File: src/rtl/port_uart_tx.sv
// Output-port consumer: captures CPU port writes into a small FIFO and
// serializes them as 8N1 UART frames, with a pollable status byte.
module port_uart_tx #(
    parameter int unsigned CLKS_PER_BIT = 16,
    parameter int unsigned FIFO_AW      = 2
) (
    input  logic       clk,
    input  logic       reset,
    input  logic [7:0] port_data,
    input  logic       port_strobe_n,
    input  logic       status_strobe_n,
    output logic [7:0] status,
    output logic       tx
);

    localparam int unsigned DEPTH = 1 << FIFO_AW;
    localparam int unsigned CW    = $clog2(CLKS_PER_BIT);
    localparam logic [FIFO_AW:0] FULL_CNT = (FIFO_AW + 1)'(DEPTH);
    localparam logic [CW-1:0]    BAUD_MAX = CW'(CLKS_PER_BIT - 1);

    typedef enum logic [1:0] {IDLE, START, DATA, STOP} state_t;

    logic [7:0]         mem [DEPTH];
    logic [FIFO_AW-1:0] rd_ptr, wr_ptr;
    logic [FIFO_AW:0]   count, count_next;
    state_t             state, state_next;
    logic [CW-1:0]      baud_cnt, baud_next;
    logic [2:0]         bit_idx, bit_next;
    logic [7:0]         shift, shift_next;
    logic               pop, push, drop, fifo_full, baud_end;
    logic               overflow, overflow_next, busy_next;

    assign fifo_full = (count == FULL_CNT);
    assign baud_end  = (baud_cnt == BAUD_MAX);

    always_comb begin
        state_next = state;
        baud_next  = baud_cnt;
        bit_next   = bit_idx;
        shift_next = shift;
        pop        = 1'b0;
        case (state)
            IDLE: begin
                if (count != '0) begin
                    pop        = 1'b1;
                    shift_next = mem[rd_ptr];
                    baud_next  = '0;
                    state_next = START;
                end
            end
            START: begin
                if (baud_end) begin
                    baud_next  = '0;
                    bit_next   = '0;
                    state_next = DATA;
                end else begin
                    baud_next = baud_cnt + 1'b1;
                end
            end
            DATA: begin
                if (baud_end) begin
                    baud_next  = '0;
                    shift_next = {1'b0, shift[7:1]};
                    if (bit_idx == 3'd7) begin
                        state_next = STOP;
                    end else begin
                        bit_next = bit_idx + 1'b1;
                    end
                end else begin
                    baud_next = baud_cnt + 1'b1;
                end
            end
            STOP: begin
                if (baud_end) begin
                    baud_next = '0;
                    // Queued byte starts its start bit straight after the stop bit.
                    if (count != '0) begin
                        pop        = 1'b1;
                        shift_next = mem[rd_ptr];
                        state_next = START;
                    end else begin
                        state_next = IDLE;
                    end
                end else begin
                    baud_next = baud_cnt + 1'b1;
                end
            end
            default: state_next = IDLE;
        endcase
    end

    // A write into a full FIFO still lands if a pop frees a slot this cycle.
    assign push = !port_strobe_n && (!fifo_full || pop);
    assign drop = !port_strobe_n && fifo_full && !pop;

    always_comb begin
        case ({push, pop})
            2'b10:   count_next = count + 1'b1;
            2'b01:   count_next = count - 1'b1;
            default: count_next = count;
        endcase
        if (drop) begin
            overflow_next = 1'b1;
        end else if (!status_strobe_n) begin
            overflow_next = 1'b0;
        end else begin
            overflow_next = overflow;
        end
        busy_next = (state_next != IDLE) || (count_next != '0);
    end

    always_ff @(posedge clk) begin
        if (push) begin
            mem[wr_ptr] <= port_data;
        end
    end

    always_ff @(posedge clk) begin
        if (!reset) begin
            state    <= IDLE;
            rd_ptr   <= '0;
            wr_ptr   <= '0;
            count    <= '0;
            baud_cnt <= '0;
            bit_idx  <= '0;
            shift    <= '0;
            overflow <= 1'b0;
            status   <= '0;
            tx       <= 1'b1;
        end else begin
            state    <= state_next;
            baud_cnt <= baud_next;
            bit_idx  <= bit_next;
            shift    <= shift_next;
            count    <= count_next;
            overflow <= overflow_next;
            if (push) begin
                wr_ptr <= wr_ptr + 1'b1;
            end
            if (pop) begin
                rd_ptr <= rd_ptr + 1'b1;
            end
            // tx follows the registered state, one cycle behind it.
            tx     <= (state == START) ? 1'b0 : (state == DATA) ? shift[0] : 1'b1;
            status <= {5'b0, overflow_next, count_next == FULL_CNT, busy_next};
        end
    end

endmodule

File: config.mk
export PLATFORM = sky130hd
export DESIGN_NAME = port_uart_tx
export DESIGN_NICKNAME = d
export VERILOG_FILES = /design/src/rtl/port_uart_tx.sv
export SDC_FILE = /design/constraint.sdc
export NUM_CORES = 1
export LEC_CHECK = 0
export ABC_AREA = 1
export ABC_CLOCK_PERIOD_IN_PS = 3900
export BUFFER_PORTS_ARGS = -buffer_cell sky130_fd_sc_hd__buf_2
export CAP_MARGIN = 10
export CORE_MARGIN = 5
export CORE_UTILIZATION = 38
export DETAILED_ROUTE_END_ITERATION = 16
export PLACE_DENSITY_LB_ADDON = 0.2
export SYNTH_ARGS = -nofsm -noshare
export SYNTH_HDL_FRONTEND = slang
export SYNTH_SLANG_ARGS = --single-unit
File: constraint.sdc
create_clock -name clk -period 3.9 [get_ports clk]
set_clock_uncertainty 0.1 [all_clocks]
set_input_delay 0 -clock clk [delete_from_list [all_inputs] [get_ports clk]]
set_output_delay 0 -clock clk [all_outputs]
set_load 0.03 [all_outputs]
==> run_results.csv <==
group,metric,value,unit
outcome,status,"finished clean",
grt,grt_max_degree,18,
synthesis,ys.warnings.count,0,
power_and_ir_drop,p_per_area,669,nW/µm²
route,drt_iter0_drc,63,
place,place.gp.congestion,0.766,
grt,grt_use_total,0.132,
synthesis,synth_fa_ha_area_frac,0.0610,
place,place_hpwl,3890,µm
power_and_ir_drop,leakagePower,0.00126,µW
synthesis,syn_area,2790,µm²
clock_network,clkSinkCount,62,
critical_path,r2r_slack,1.59,ns
place,place.port_buffers,15,
synthesis,synth-edff-count,32,
route,ant_nets,0,
power_and_ir_drop,ir_drop,0.244,mV
timing,rsz0062_at_grt,"false",
critical_path,worstSetupEndpointType,"register",
grt,grt_util_met2,0.200,
floorplan,die_x,95.7,µm
clock_network,clock_latency,0.34,ns
clock_network,cts_repair_resize_count,0,
synthesis,yosysMostFrequentCell,"nand2_1",
timing,timing.final.crit_share,0.593,
synthesis,synth_top_family_by_area,"simple AND/OR/NAND/NOR gates",
grt,grt_pass1_vias,1891,
hold_path,hold_depth,5,
synthesis,synthXorXnorAreaFrac,0,
hold_path,hold_class,"input pin to register",
grt,use_met3,0.0453,
synthesis,synth_top_area_frac,0.344,
timing,slew-limit-headroom,0.565,
timing,finalMaxSlewViolations,0,
synthesis,synth-seq-cells,62,
route,num_vias,2006,
route,drc_errors,0,
timing,layout_setup_ws,1.59,ns
grt,grt-ovfl-total,0,
timing,finalHoldViolCount,0,
synthesis,yosysUniqueCellTypes,33,
critical_path,rr_worst_depth,7,
clock_network,clock-root-buffer,"clkbuf_8",
synthesis,async_flop_share,0,
grt,top_usage_layer,"met2",
floorplan,core_area,7210,µm²
layout,final_nets,339,
synthesis,synthCells,286,
route,drtPass1Iterations,4,
layout,final_area,3190,µm²
synthesis,synth.avg_cell_area,9.76,µm²
grt,grt_pass1_wl,9000,µm
floorplan,start_util,0.387,
flow_run,max_cap_violations,0,
place,placed_area,2900,µm²
synthesis,muxShareOfSynthArea,0,
synthesis,synth_area_leaders,"edfxtp_1, dfxtp_1, nand2_1, ha_1, o21ai_0",
clock_network,cts_made_buffers,9,
timing,finalSetupTns,0,ns
critical_path,startpoint_type,"register",
critical_path,cp_data_arrival_time,2.19,ns
floorplan,die_area,9160,µm²
timing,worstMarginPinSlew,0.651,ns
synthesis,synth_common_cells,"nand2_1, edfxtp_1, nor2_1, dfxtp_1, o21ai_0",
route,drt_wl_total,5490,µm
timing,setup_viol,0,
floorplan,die_y,95.7,µm
grt,grtUsageMet1,0.172,
floorplan,fp-row-count,31,
layout,num_antenna_cells,0,
synthesis,ys.flop_type,"edfxtp_1",
synthesis,synth_compound_area_frac,0.141,
synthesis,synth_area_leader_cell,"edfxtp_1",
layout,drive_gt1_frac,0.147,
route,wl_per_cell,13.1,µm
place,place_ws,1.57,ns
floorplan,design.portCount,21,
critical_path,crit_type,"register to register",
critical_path,worstPathRequired,3.78,ns
clock_network,cts_tree,"done",
clock_network,clockBufferDepth,2,
clock_network,htreeDepth,3,
timing,max_freq,432,MHz
layout,areaGrowthSynthToFinish,14.2,%
grt,antenna_found_initial,0,
synthesis,yosysSeqAreaShare,0.560,
critical_path,worstPathMaxFanout,8,
synthesis,synthSimpleGateAreaFrac,0.165,
route,vias_per_cell,4.80,
clock_network,cts.clk_slew.worst_paths,0.07,ns
clock_network,postCtsSetupRepairBufs,0,
timing,layout_min_cycle_time,2.31,ns
==> final cells by class <==
class                   count  area (µm²)
fillers                   735        4030
well taps                  99         124
inverters                  25        95.1
repair buffers             26         185
clock inverters             7        56.3
flip-flops and latches     62        1560
clock buffers               9         124
multi-input cells         190        1040
==> worst max-delay path: stages (launching register included) <==
cell and delay, ns:
dfxtp_1 0.39, inv_1 0.10, ha_1 0.30, a21oi_2 0.16, nand2_2 0.12, nand2_1 0.07, nand2_1 0.16, nor2_1 0.56
==> state kept, by name (all words and copies together) (netlist names), named ones only <==
register / flops
baud_cnt: 4
bit_idx: 3
mem: 32
state: 2
shift: 8
status: 3
rd_ptr: 2
count: 3
tx: 1
wr_ptr: 2
==> layout by cell type (no fill, tap or decap), types with 5 or more instances in the layout <==
master,count
dfxtp_1,30
o21ai_0,30
nand3_1,10
clkbuf_8,9
nand2_1,50
dlygate4sd3_1,11
buf_2,15
edfxtp_1,32
conb_1,5
a21oi_1,11
o22ai_1,8
a31oi_1,7
nor2_1,31
inv_1,24
ha_1,12
==> path summary, 6_finish.rpt <==
| kind | start | to |
|---|---|---|
| worst max-delay path | state[0] | mem[2][7] |
| worst min-delay path | port_strobe_n | count[0] |
| worst max register to register | state[0] | mem[2][7] |
| worst min register to register | shift[3] | shift[2] |
==> power by group <==
group          switching (µW)  internal (µW)  total [µW]
sequential               89.4            824         914
combinational             471            238         709
clock                     271            238         509
total                     831           1300        2130
==> through the flow <==
| step | total power (µW) | cells | hold WS (ns) | utilization |
|---|---|---|---|---|
| after detailed placement | 1630 | 391 | 0.144 | 0.401 |
| after global routing | 2310 | 418 | 0.0888 | 0.442 |
| after global placement | 1620 | 391 | 0.147 | 0.401 |
| after floorplan | 1490 | 290 | -0.00113 | - |
| final | 2130 | 418 | 0.0590 | 0.442 |
| after CTS | 2150 | 418 | 0.0519 | 0.442 |
==> per-layer routing <==
metal  vias to the layer above  part of all wire
li1                       1033                 -
met1                       928              0.48
met2                        36              0.46
met3                         9             0.044
met4                         0             0.018
met5                         -                 0
==> repair_timing <==
| action | CTS | global route |
|---|---|---|
| endpoints found under the setup margin | 0 | 0 |
| hold buffers | 11 | 0 |
| hold endpoints to repair | 48 | 0 |
==> cells by family (layout without fill, tap and decap cells) <==
group / after synthesis / in the layout
other cells: 1 / 5
flops: 62 / 62
simple gates: 105 / 105
buf+inv: 38 / 67
compound gates: 67 / 67
fa+ha+maj: 13 / 13
Note: power is estimated with default switching activity, not from simulation.
